[config.mk]
export PLATFORM = sky130hd
export DESIGN_NAME = mc_ctrl
export DESIGN_NICKNAME = d
export VERILOG_FILES = /design/src/rtl/mc_ctrl_pkg.sv /design/src/rtl/mc_ctrl_dec.sv /design/src/rtl/mc_ctrl.sv
export SDC_FILE = /design/constraint.sdc
export NUM_CORES = 1
export LEC_CHECK = 0
export CORE_MARGIN = 2
export CORE_UTILIZATION = 40
export CTS_BUF_LIST = sky130_fd_sc_hd__clkbuf_8 sky130_fd_sc_hd__clkbuf_16
export DETAILED_ROUTE_END_ITERATION = 16
export HOLD_SLACK_MARGIN = 0.03
export PLACE_DENSITY = 0.69
export SLEW_MARGIN = 0
export SYNTH_ARGS = -nofsm -noshare
export SYNTH_HDL_FRONTEND = slang
export SYNTH_SLANG_ARGS = --single-unit
[constraint.sdc]
create_clock -name clk -period 4.8 [get_ports clk]
set_input_delay 1.2 -clock clk [delete_from_list [all_inputs] [get_ports clk]]
set_output_delay 1.2 -clock clk [all_outputs]
set_load 0.03 [all_outputs]
[src/rtl/mc_ctrl_pkg.sv]
// Shared encodings for the multi-cycle MIPS control unit: FSM states, instruction
// classes, datapath mux codes, ALU operation codes and opcode/func values.
package mc_ctrl_pkg;

  typedef enum logic [2:0] {
    S_FETCH  = 3'd0,
    S_DECODE = 3'd1,
    S_EXEC   = 3'd2,
    S_MEM    = 3'd3,
    S_WB     = 3'd4,
    S_EXC    = 3'd5
  } state_t;

  typedef enum logic [3:0] {
    C_ILL, C_RALU, C_IALU, C_LOAD, C_STORE, C_BEQ, C_BNE, C_J, C_JAL, C_JR
  } cls_t;

  localparam logic [1:0] PCSEL_PC4 = 2'b00;
  localparam logic [1:0] PCSEL_BR  = 2'b01;
  localparam logic [1:0] PCSEL_JMP = 2'b10;
  localparam logic [1:0] PCSEL_RS  = 2'b11;

  localparam logic [1:0] RD_RT = 2'b00;
  localparam logic [1:0] RD_RD = 2'b01;
  localparam logic [1:0] RD_RA = 2'b10;

  localparam logic [1:0] WD_ALU = 2'b00;
  localparam logic [1:0] WD_MEM = 2'b01;
  localparam logic [1:0] WD_PC4 = 2'b10;

  localparam logic [5:0] OP_RTYPE = 6'h00;
  localparam logic [5:0] OP_J     = 6'h02;
  localparam logic [5:0] OP_JAL   = 6'h03;
  localparam logic [5:0] OP_BEQ   = 6'h04;
  localparam logic [5:0] OP_BNE   = 6'h05;
  localparam logic [5:0] OP_ADDI  = 6'h08;
  localparam logic [5:0] OP_SLTI  = 6'h0A;
  localparam logic [5:0] OP_ORI   = 6'h0D;
  localparam logic [5:0] OP_LUI   = 6'h0F;
  localparam logic [5:0] OP_LB    = 6'h20;
  localparam logic [5:0] OP_LW    = 6'h23;
  localparam logic [5:0] OP_SB    = 6'h28;
  localparam logic [5:0] OP_SW    = 6'h2B;

  localparam logic [5:0] FN_SLL  = 6'h00;
  localparam logic [5:0] FN_SRL  = 6'h02;
  localparam logic [5:0] FN_SRA  = 6'h03;
  localparam logic [5:0] FN_JR   = 6'h08;
  localparam logic [5:0] FN_ADD  = 6'h20;
  localparam logic [5:0] FN_ADDU = 6'h21;
  localparam logic [5:0] FN_SUB  = 6'h22;
  localparam logic [5:0] FN_SUBU = 6'h23;
  localparam logic [5:0] FN_AND  = 6'h24;
  localparam logic [5:0] FN_OR   = 6'h25;
  localparam logic [5:0] FN_SLT  = 6'h2A;

  localparam logic [4:0] ALUOp_NOP  = 5'd0;
  localparam logic [4:0] ALUOp_ADDU = 5'd1;
  localparam logic [4:0] ALUOp_ADD  = 5'd2;
  localparam logic [4:0] ALUOp_SUBU = 5'd3;
  localparam logic [4:0] ALUOp_SUB  = 5'd4;
  localparam logic [4:0] ALUOp_AND  = 5'd5;
  localparam logic [4:0] ALUOp_OR   = 5'd6;
  localparam logic [4:0] ALUOp_SLT  = 5'd7;
  localparam logic [4:0] ALUOp_SLL  = 5'd8;
  localparam logic [4:0] ALUOp_SRL  = 5'd9;
  localparam logic [4:0] ALUOp_SRA  = 5'd10;
  localparam logic [4:0] ALUOp_LUI  = 5'd11;

  function automatic logic is_mem_cls(input cls_t c);
    return (c == C_LOAD) || (c == C_STORE);
  endfunction

endpackage

[src/rtl/mc_ctrl_dec.sv]
// Combinational opcode/func decode into an instruction class plus the ALU-side
// controls (ALUCtrl/ALUSrc/ExtOp/ByteEn); no state, zero latency.
module mc_ctrl_dec
  import mc_ctrl_pkg::*;
#(
  parameter int ALUOP_W = 5
) (
  input  logic [5:0]         i_opcode,
  input  logic [5:0]         i_func,
  output cls_t               o_cls,
  output logic [ALUOP_W-1:0] o_aluctrl,
  output logic               o_alusrc,
  output logic               o_extop,
  output logic               o_byteen
);

  always_comb begin
    o_cls     = C_ILL;
    o_aluctrl = '0;
    o_alusrc  = 1'b0;
    o_extop   = 1'b0;
    o_byteen  = 1'b0;
    case (i_opcode)
      OP_RTYPE: begin
        case (i_func)
          FN_ADDU: begin o_cls = C_RALU; o_aluctrl = ALUOP_W'(ALUOp_ADDU); end
          FN_ADD:  begin o_cls = C_RALU; o_aluctrl = ALUOP_W'(ALUOp_ADD);  end
          FN_SUBU: begin o_cls = C_RALU; o_aluctrl = ALUOP_W'(ALUOp_SUBU); end
          FN_SUB:  begin o_cls = C_RALU; o_aluctrl = ALUOP_W'(ALUOp_SUB);  end
          FN_AND:  begin o_cls = C_RALU; o_aluctrl = ALUOP_W'(ALUOp_AND);  end
          FN_OR:   begin o_cls = C_RALU; o_aluctrl = ALUOP_W'(ALUOp_OR);   end
          FN_SLT:  begin o_cls = C_RALU; o_aluctrl = ALUOP_W'(ALUOp_SLT);  end
          // Shifts take shamt through the immediate leg of the ALU B mux.
          FN_SLL:  begin o_cls = C_RALU; o_aluctrl = ALUOP_W'(ALUOp_SLL); o_alusrc = 1'b1; end
          FN_SRL:  begin o_cls = C_RALU; o_aluctrl = ALUOP_W'(ALUOp_SRL); o_alusrc = 1'b1; end
          FN_SRA:  begin o_cls = C_RALU; o_aluctrl = ALUOP_W'(ALUOp_SRA); o_alusrc = 1'b1; end
          FN_JR:   o_cls = C_JR;
          default: o_cls = C_ILL;
        endcase
      end
      OP_ADDI: begin o_cls = C_IALU; o_aluctrl = ALUOP_W'(ALUOp_ADD); o_alusrc = 1'b1; o_extop = 1'b1; end
      OP_SLTI: begin o_cls = C_IALU; o_aluctrl = ALUOP_W'(ALUOp_SLT); o_alusrc = 1'b1; o_extop = 1'b1; end
      OP_ORI:  begin o_cls = C_IALU; o_aluctrl = ALUOP_W'(ALUOp_OR);  o_alusrc = 1'b1; end
      OP_LUI:  begin o_cls = C_IALU; o_aluctrl = ALUOP_W'(ALUOp_LUI); o_alusrc = 1'b1; end
      OP_LB: begin
        o_cls = C_LOAD; o_aluctrl = ALUOP_W'(ALUOp_ADDU); o_alusrc = 1'b1; o_extop = 1'b1; o_byteen = 1'b1;
      end
      OP_LW: begin o_cls = C_LOAD; o_aluctrl = ALUOP_W'(ALUOp_ADDU); o_alusrc = 1'b1; o_extop = 1'b1; end
      OP_SB: begin
        o_cls = C_STORE; o_aluctrl = ALUOP_W'(ALUOp_ADDU); o_alusrc = 1'b1; o_extop = 1'b1; o_byteen = 1'b1;
      end
      OP_SW:  begin o_cls = C_STORE; o_aluctrl = ALUOP_W'(ALUOp_ADDU); o_alusrc = 1'b1; o_extop = 1'b1; end
      OP_BEQ: begin o_cls = C_BEQ; o_aluctrl = ALUOP_W'(ALUOp_SUBU); end
      OP_BNE: begin o_cls = C_BNE; o_aluctrl = ALUOP_W'(ALUOp_SUBU); end
      OP_J:    o_cls = C_J;
      OP_JAL:  o_cls = C_JAL;
      default: o_cls = C_ILL;
    endcase
  end

endmodule

[src/rtl/mc_ctrl.sv]
// Multi-cycle MIPS control FSM (FETCH/DECODE/EXEC/MEM/WB) with retired-instruction counter.
// Optional MC_CTRL_EXC_EN adds an EXC state and exc_illegal output for unsupported encodings.
module mc_ctrl
  import mc_ctrl_pkg::*;
#(
  parameter int ALUOP_W = 5,
  parameter int CNT_W   = 32
) (
  input  logic               clk,
  input  logic               rstn,
  input  logic [5:0]         opcode,
  input  logic [5:0]         func,
  input  logic               zero,
  input  logic               imem_ready,
  input  logic               dmem_ready,
  output logic               imem_req,
  output logic               IRWrite,
  output logic               PCWrite,
  output logic [1:0]         PC_sel,
  output logic [1:0]         RegDst,
  output logic               ALUSrc,
  output logic               ExtOp,
  output logic [ALUOP_W-1:0] ALUCtrl,
  output logic               MemRead,
  output logic               MemWrite,
  output logic               ByteEn,
  output logic               RegWrite,
  output logic [1:0]         DatatoReg,
`ifdef MC_CTRL_EXC_EN
  output logic               exc_illegal,
`endif
  output logic [CNT_W-1:0]   retired,
  output logic [2:0]         state_o
);

  state_t             r_state;
  cls_t               r_cls;
  logic [ALUOP_W-1:0] r_aluctrl;
  logic               r_alusrc;
  logic               r_extop;
  logic               r_byteen;
  logic [CNT_W-1:0]   r_retired;

  cls_t               w_cls;
  logic [ALUOP_W-1:0] w_aluctrl;
  logic               w_alusrc;
  logic               w_extop;
  logic               w_byteen;
  logic [CNT_W-1:0]   w_retired_inc;

  mc_ctrl_dec #(.ALUOP_W(ALUOP_W)) u_dec (
    .i_opcode  (opcode),
    .i_func    (func),
    .o_cls     (w_cls),
    .o_aluctrl (w_aluctrl),
    .o_alusrc  (w_alusrc),
    .o_extop   (w_extop),
    .o_byteen  (w_byteen)
  );

  assign w_retired_inc = r_retired + CNT_W'(1);

  always_ff @(posedge clk) begin
    if (!rstn) begin
      r_state   <= S_FETCH;
      r_cls     <= C_ILL;
      r_aluctrl <= '0;
      r_alusrc  <= 1'b0;
      r_extop   <= 1'b0;
      r_byteen  <= 1'b0;
      r_retired <= '0;
    end else begin
      case (r_state)
        S_FETCH: begin
          if (imem_ready) r_state <= S_DECODE;
        end
        S_DECODE: begin
          r_cls     <= w_cls;
          r_aluctrl <= w_aluctrl;
          r_alusrc  <= w_alusrc;
          r_extop   <= w_extop;
          r_byteen  <= w_byteen;
          case (w_cls)
            C_J, C_JAL, C_JR: begin
              r_state   <= S_FETCH;
              r_retired <= w_retired_inc;
            end
`ifdef MC_CTRL_EXC_EN
            C_ILL:   r_state <= S_EXC;
`else
            C_ILL:   r_state <= S_FETCH;
`endif
            default: r_state <= S_EXEC;
          endcase
        end
        S_EXEC: begin
          if (is_mem_cls(r_cls)) begin
            r_state <= S_MEM;
          end else if ((r_cls == C_BEQ) || (r_cls == C_BNE)) begin
            r_state   <= S_FETCH;
            r_retired <= w_retired_inc;
          end else begin
            r_state <= S_WB;
          end
        end
        S_MEM: begin
          if (dmem_ready) begin
            if (r_cls == C_LOAD) begin
              r_state <= S_WB;
            end else begin
              r_state   <= S_FETCH;
              r_retired <= w_retired_inc;
            end
          end
        end
        S_WB: begin
          r_state   <= S_FETCH;
          r_retired <= w_retired_inc;
        end
`ifdef MC_CTRL_EXC_EN
        S_EXC:   r_state <= S_FETCH;
`endif
        default: r_state <= S_FETCH;
      endcase
    end
  end

  // Controls are a function of state and latched class, forced low while reset is held.
  always_comb begin
    imem_req  = 1'b0;
    IRWrite   = 1'b0;
    PCWrite   = 1'b0;
    PC_sel    = PCSEL_PC4;
    RegDst    = RD_RT;
    ALUSrc    = 1'b0;
    ExtOp     = 1'b0;
    ALUCtrl   = '0;
    MemRead   = 1'b0;
    MemWrite  = 1'b0;
    ByteEn    = 1'b0;
    RegWrite  = 1'b0;
    DatatoReg = WD_ALU;
`ifdef MC_CTRL_EXC_EN
    exc_illegal = 1'b0;
`endif
    if (rstn) begin
      case (r_state)
        S_FETCH: begin
          imem_req = 1'b1;
          IRWrite  = imem_ready;
          PCWrite  = imem_ready;
        end
        S_DECODE: begin
          case (w_cls)
            C_J: begin
              PCWrite = 1'b1;
              PC_sel  = PCSEL_JMP;
            end
            C_JAL: begin
              PCWrite   = 1'b1;
              PC_sel    = PCSEL_JMP;
              RegWrite  = 1'b1;
              RegDst    = RD_RA;
              DatatoReg = WD_PC4;
            end
            C_JR: begin
              PCWrite = 1'b1;
              PC_sel  = PCSEL_RS;
            end
            default: ;
          endcase
        end
        S_EXEC: begin
          ALUCtrl = r_aluctrl;
          ALUSrc  = r_alusrc;
          ExtOp   = r_extop;
          if (r_cls == C_BEQ) begin
            PCWrite = zero;
            PC_sel  = PCSEL_BR;
          end else if (r_cls == C_BNE) begin
            PCWrite = !zero;
            PC_sel  = PCSEL_BR;
          end
        end
        S_MEM: begin
          ALUCtrl  = r_aluctrl;
          ALUSrc   = r_alusrc;
          ExtOp    = r_extop;
          MemRead  = (r_cls == C_LOAD);
          MemWrite = (r_cls == C_STORE);
          ByteEn   = r_byteen;
        end
        S_WB: begin
          RegWrite  = 1'b1;
          RegDst    = (r_cls == C_RALU) ? RD_RD : RD_RT;
          DatatoReg = (r_cls == C_LOAD) ? WD_MEM : WD_ALU;
        end
`ifdef MC_CTRL_EXC_EN
        S_EXC: begin
          exc_illegal = 1'b1;
          PCWrite     = 1'b1;
          PC_sel      = PCSEL_RS;
        end
`endif
        default: ;
      endcase
    end
  end

  assign retired = r_retired;
  assign state_o = r_state;

endmodule
==> reports/metrics.cfg, run 1 <==
[yosys]
ys_ff_latch = 46
synth_edf_count = 0
synth_area_leaders = dfxtp_1, o31ai_1, a21oi_1, or4_1, nand3_1
synth_common_cells = dfxtp_1, a21oi_1, nand2_1, o31ai_1, or4_1
yosysTopAreaCellShare = 0.2942
syn_nets = 430
synth.most_common_cell = dfxtp_1
yosys_warnings = 0
ys_types = 56
ys_seq_area_frac = 0.2942
yosysTopAreaCell = dfxtp_1
netlist_instances = 412
synthArstFlopShare = 0
syn_area_mm2 = 0.003131
ys.flop_type = dfxtp_1
syn_avg_cell_area_um2 = 7.598

[clock_tree]
numClockSinks = 46
post_cts_buffers = 0
cts_buffer_depth = 2
clk_pin_slew_ns = 0.09
cts_inserted_buffers = 5
ctsHoldBuffers = 0
root_buffer = clkbuf_8
cts-resized-gates = 0
htreeDepth = 2
worstSkewPairLatency_ns = 0.31
cts_tree = built

[routing]
routed-via-count = 3367
firstDrtPassIters = 4
wl_mm = 8.193
wl_per_cell_um = 14.50
ant_nets = 0
via_per_inst = 5.959
drt_iter0_drc = 141
drc = 0

[cells_and_area]
drive_gt1_frac = 0.06695
antennaDiodeCount = 0
synthToLayoutAreaGrowth_pct = 24.50
seq_area_um2 = 920.9
layout.nets = 480
n_fill_cell = 745
multi_input_area_mm2 = 0.001961

[global_route]
groute.usage.overall = 0.1917
grt_max_degree = 64
grt_pass1_vias = 2988
antenna_found_initial = 0
grt_overflow = 0
grt_pass1_wl_mm = 13.82

[worst_setup_path]
rr_worst_depth = 6
r2r_slack_ns = 2.10
critPathCaptureType = output pin
worstPathRequired_ns = 3.60
critPathLaunchType = input port
r2r-end = retired[26]
arrival_ns = 3.27
criticalPathCategory = in -> out
r2r-start = retired[0]
crit_fanout = 9

[pwr]
ir_drop_v = 0.0001222
power_density_mw_per_mm2 = 196.0
leakage_nw = 1.196
seq_power_share = 0.520
power_frac_comb = 0.162
switchingPower_uw = 226.4
p_sw_frac = 0.2964
internal_power_uw = 537.6
totalPowerFinal_uw = 764.1
clkPwrFrac = 0.318

[die]
coreArea_mm2 = 0.007647
io_pins = 72
die_h_um = 92.47
dieArea_mm2 = 0.008550
rows = 32
die_x_um = 92.47
start_util = 0.4094

[timing]
hold_viol = 0
worst_slew_pin_slew_ns = 0.7930
min_period_ns = 4.471
slew_headroom = 0.4673
rsz0062_at_grt = no
fmax_mhz = 223.7
skew_ns = 0.01499
period_share = 0.9314
slew_viol_final = 0
fin_tns_setup_ns = 0
final-setup-viol-count = 0
setup_ws_ns = 0.3293

[placement]
place.gp.congestion = 0.8532
port_buffers = 70
hpwl_mm = 5.815
place_ws_ns = 0.3590

[worst_hold_path]
min-delay-start = r_byteen
holdPathEnd = r_byteen
hp-class = reg -> reg
hold-path-cell-count = 2

[status]
outcome = finished clean

[flow_run]
cap_violations = 0

[cell families (layout without fill, tap and decap cells)]
group                      after synthesis  count (layout)  share of synthesized area
AOI/OAI and AO/OA                      124             124                     0.2514
xor gates and xnor gates                 4               4                    0.01119
other                                    1               1                   0.001198
muxes                                    5               5                    0.01639
buffers and inverters                   45              96                    0.07954
and+or+nand+nor                        186             186                     0.3421
adders and majority gates                1               1                   0.003996
DFF                                     46              46                     0.2942
[critical path, stage by stage]
cell and delay, ns:
clkdlybuf4s50_1 0.55, nor4_2 0.43, a31oi_1 0.21, nor3_1 0.18
clkdlybuf4s50_1 0.70
[routing by layer]
metal / global-route usage / part of all wire / vias to the layer above / wire (µm)
met5: 0 / 0 / - / 0
met3: 0.03011 / 0.047 / 7 / 381
li1: - / - / 1679 / -
met4: 0.03980 / 0.0085 / 0 / 70
met1: 0.2574 / 0.46 / 1597 / 3805
met2: 0.3254 / 0.48 / 84 / 3935
[flip-flops by register name, summed over array words and instances, names as in the netlist]
signal     flops
r_alusrc       1
state_o        3
retired       32
r_cls          4
r_byteen       1
r_aluctrl      4
r_extop        1
[per-stage QoR]
stage	cell area, µm²	instances	hold slack [ns]	util
after floorplan	3131	412	0.4277	-
after detailed placement	3807	557	0.4476	0.4979
after global placement	3807	557	0.4414	0.4979
final	3897	565	0.4564	0.5097
after CTS	3897	565	0.4603	0.5097
after global routing	3897	565	0.4794	0.5097
[layout make-up]
type	instances	area share
Tap cell	102	0.03274
Multi-Input combinational cell	321	0.5030
Inverter	8	0.007705
Clock inverter	3	0.005457
Sequential cell	46	0.2363
Clock buffer	5	0.01766
Timing Repair Buffer	80	0.1971
[placed cells by master, fill, tap and decap left out, types with 2 or more instances in the layout]
cell             instances
nor4_1                   3
and2_1                   6
clkdlybuf4s50_1         67
nand2b_1                 8
and3b_1                  3
clkbuf_8                 5
nand2_1                 31
a31oi_1                  8
or2_2                    2
o22ai_1                  3
o21ai_0                 21
and3_1                  10
nor2_1                  23
nor3b_1                 10
inv_1                    7
mux2i_1                  4
o31ai_1                 30
a21oi_1                 42
nor3_1                   9
dfxtp_1                 46
or3_1                    2
nor2b_1                  4
buf_4                   13
xor2_1                   2
nand3_1                 26
xnor2_1                  2
o21a_1                   2
a311oi_1                 2
nand4_1                 13
o211ai_1                 5
or4_1                   27
and4_1                   3
[worst max path at each step]
stage | from | to | slack (ns) | cells past startpoint
after floorplan | opcode[4] | PC_sel[0] | 0.56 | 6
after global placement | func[0] | PC_sel[1] | 0.38 | 5
after detailed placement | func[0] | PC_sel[1] | 0.36 | 5
after CTS | func[0] | PC_sel[1] | 0.33 | 5
after global routing | func[0] | PC_sel[1] | 0.17 | 5
final | func[0] | PC_sel[1] | 0.33 | 5
[power by group through the flow]
stage	sequential, mW	combinational, mW	clock (mW)
after CTS	0.397	0.124	0.251
after global routing	0.398	0.137	0.264
final	0.397	0.124	0.243
after global placement	0.405	0.121	0
after floorplan	0.403	0.0911	0
after detailed placement	0.406	0.124	0
Power figures use the tool's default switching activity.
==> run 2: changes to the inputs <==
Settings changed: ABC_AREA from default to 0.
Clock period 4.8 ns to 4.4 ns, I/O delays scaled along.
==> run 2 against run 1 <==
Compared with the run above: via count fell by 1.4%; flip-flop and latch count did not move; combinational power rose by 9.7%; first-iteration DRC count fell by 14%; clock skew fell by 0.00075 ns; sequential share of layout area fell by 0.14 points; wire length rose by 1.3%; register-to-register slack got worse by 0.37 ns; non-clock buffer count rose by 1; worst hold slack improved by 0.014 ns; die area did not move.
==> reports/metrics.cfg, run 2 (synthesis gave the netlist of run 1 again) <==
[worst_setup_path]
crit_cells = 7  ; +2
critPathLaunch = opcode[2]
crit_path_end = PC_sel[0]
critPathMaxStageDelay_ns = 0.57  ; -0.13 ns
arrival_ns = 2.98  ; -0.29 ns
r2r-end = retired[26]
r2r_slack_ns = 1.73  ; -0.37 ns
critPathCaptureType = output pin
rr_worst_depth = 6  ; unchanged
crit_fanout = 4  ; -5
path_buf_inv = 2  ; unchanged
r2r-start = retired[0]
worstPathRequired_ns = 3.30  ; -0.30 ns
criticalPathCategory = in -> out
path_delay_family = simple AND/OR/NAND/NOR gates
critPathLaunchType = input port
critPathSlowestCell = or4_4
path_cells = clkdlybuf4s50_1, or4_4, nor3_1, and3_1, nand3b_1, a21oi_1, buf_4

[timing]
final-setup-viol-count = 0  ; unchanged
slew_headroom = 0.5193  ; +0.05207
min_period_ns = 4.083
fmax_mhz = 244.9
rsz0062_at_grt = no
hold_viol = 0  ; unchanged
period_share = 0.9279
slew_viol_final = 0  ; unchanged
worst_slew_pin_slew_ns = 0.7155  ; -0.07752 ns
skew_ns = 0.01424  ; -0.0007520 ns
fin_tns_setup_ns = 0  ; unchanged

[cells_and_area]
antennaDiodeCount = 0  ; unchanged
drive_gt1_frac = 0.07543  ; +0.008476
synthToLayoutAreaGrowth_pct = 25.22
largest_reg_flops = 32  ; unchanged
layout.nets = 481  ; +0.21%
final_cell_mix = clkdlybuf4s50_1, dfxtp_1, a21oi_1, nand2_1, o31ai_1
mostFrequentLayoutCell = clkdlybuf4s50_1

[global_route]
grt_max_degree = 64  ; unchanged
grt_overflow = 0  ; unchanged
grt_pass1_wl_mm = 13.98  ; +1.2%
grt_pass1_vias = 2951  ; -1.2%
antenna_found_initial = 0  ; unchanged
groute.usage.overall = 0.1952  ; +0.003473

[pwr]
totalPowerFinal_uw = 899.3  ; +18%
ir_drop_v = 0.0001201  ; -1.6%
power_density_mw_per_mm2 = 229.4  ; +17%
leakage_nw = 1.221  ; +2.1%

[placement]
port_buffers = 70  ; unchanged
place.gp.congestion = 0.8597  ; +0.76%
hpwl_mm = 5.868  ; +0.90%

[routing]
wl_per_cell_um = 14.67  ; +1.1%
drt_iter0_drc = 121  ; -14%
via_per_inst = 5.864  ; -1.6%
wl_mm = 8.301  ; +1.3%
drc = 0  ; unchanged
firstDrtPassIters = 4  ; unchanged
routed-via-count = 3319  ; -1.4%
ant_nets = 0  ; unchanged

[die]
rows = 32  ; unchanged
start_util = 0.4094  ; unchanged
dieArea_mm2 = 0.008550  ; unchanged
die_x_um = 92.47  ; unchanged
coreArea_mm2 = 0.007647  ; unchanged
io_pins = 72  ; unchanged
die_h_um = 92.47  ; unchanged

[clock_tree]
root_buffer = clkbuf_8
htreeDepth = 2  ; unchanged
ctsHoldBuffers = 0  ; unchanged
cts-resized-gates = 0  ; unchanged
cts_tree = built
clk_pin_slew_ns = 0.09  ; about the same
cts_buffer_depth = 2  ; unchanged
cts_inserted_buffers = 5  ; unchanged
post_cts_buffers = 0  ; unchanged
worstSkewPairLatency_ns = 0.31  ; about the same
numClockSinks = 46  ; unchanged

[flow_run]
cap_violations = 0  ; unchanged

[status]
outcome = finished clean

[worst_hold_path]
hold-path-cell-count = 2  ; unchanged
hp-class = reg -> reg

-- run 2: how the worst min path moves through the flow --
stage / start / to
floorplan: r_byteen / r_byteen
global placement: r_byteen / r_byteen
detailed placement: r_byteen / r_byteen
CTS: r_byteen / r_byteen
global route: r_aluctrl[0] / r_aluctrl[0]
finish: r_byteen / r_byteen
-- run 2: power by group --
group          internal, mW  switching [mW]  total (mW)  leakage, nW
clock network         0.171           0.160       0.330       0.0585
logic                0.0531          0.0828       0.136        0.791
registers             0.422          0.0113       0.433        0.372
total                 0.646           0.254       0.899         1.22
-- run 2: cell type report --
cell class / instances / area [µm²]
Inverter: 8 / 30.03
Multi-Input combinational cell: 321 / 1961
Timing Repair Buffer: 81 / 768.2
Clock buffer: 5 / 68.82
Clock inverter: 3 / 43.79
Fill cell: 777 / 3727
Tap cell: 102 / 127.6
Sequential cell: 46 / 920.9
-- run 2: per-stage QoR --
| stage | hold WS [ns] | cells | util | instance area, µm² | worst slack [ns] |
|---|---|---|---|---|---|
| 2_1_floorplan | 0.4277 | 412 | - | 3131 | 0.3602 |
| 3_3_place_gp | 0.4387 | 558 | 0.4979 | 3807 | 0.3546 |
| 3_5_place_dp | 0.4531 | 558 | 0.4979 | 3807 | 0.3307 |
| 4_1_cts | 0.4661 | 566 | 0.5126 | 3920 | 0.3199 |
| 5_1_grt | 0.5084 | 566 | 0.5126 | 3920 | 0.1224 |
| 6_report | 0.4707 | 566 | 0.5126 | 3920 | 0.3171 |
-- run 2: worst min-delay path, delay by kind of cell, from the launching register on --
kind             cells  cell delay, ns
AND/OR/NAND/NOR      1            0.05
flip-flops           1            0.32
AO/OA/AOI/OAI        1            0.05
-- run 2: per-layer routing --
layer / global-route usage / part of all wire
met3: 0.03580 / 0.060
met1: 0.2689 / 0.46
met5: 0 / 0
met2: 0.3145 / 0.46
met4: 0.04975 / 0.018
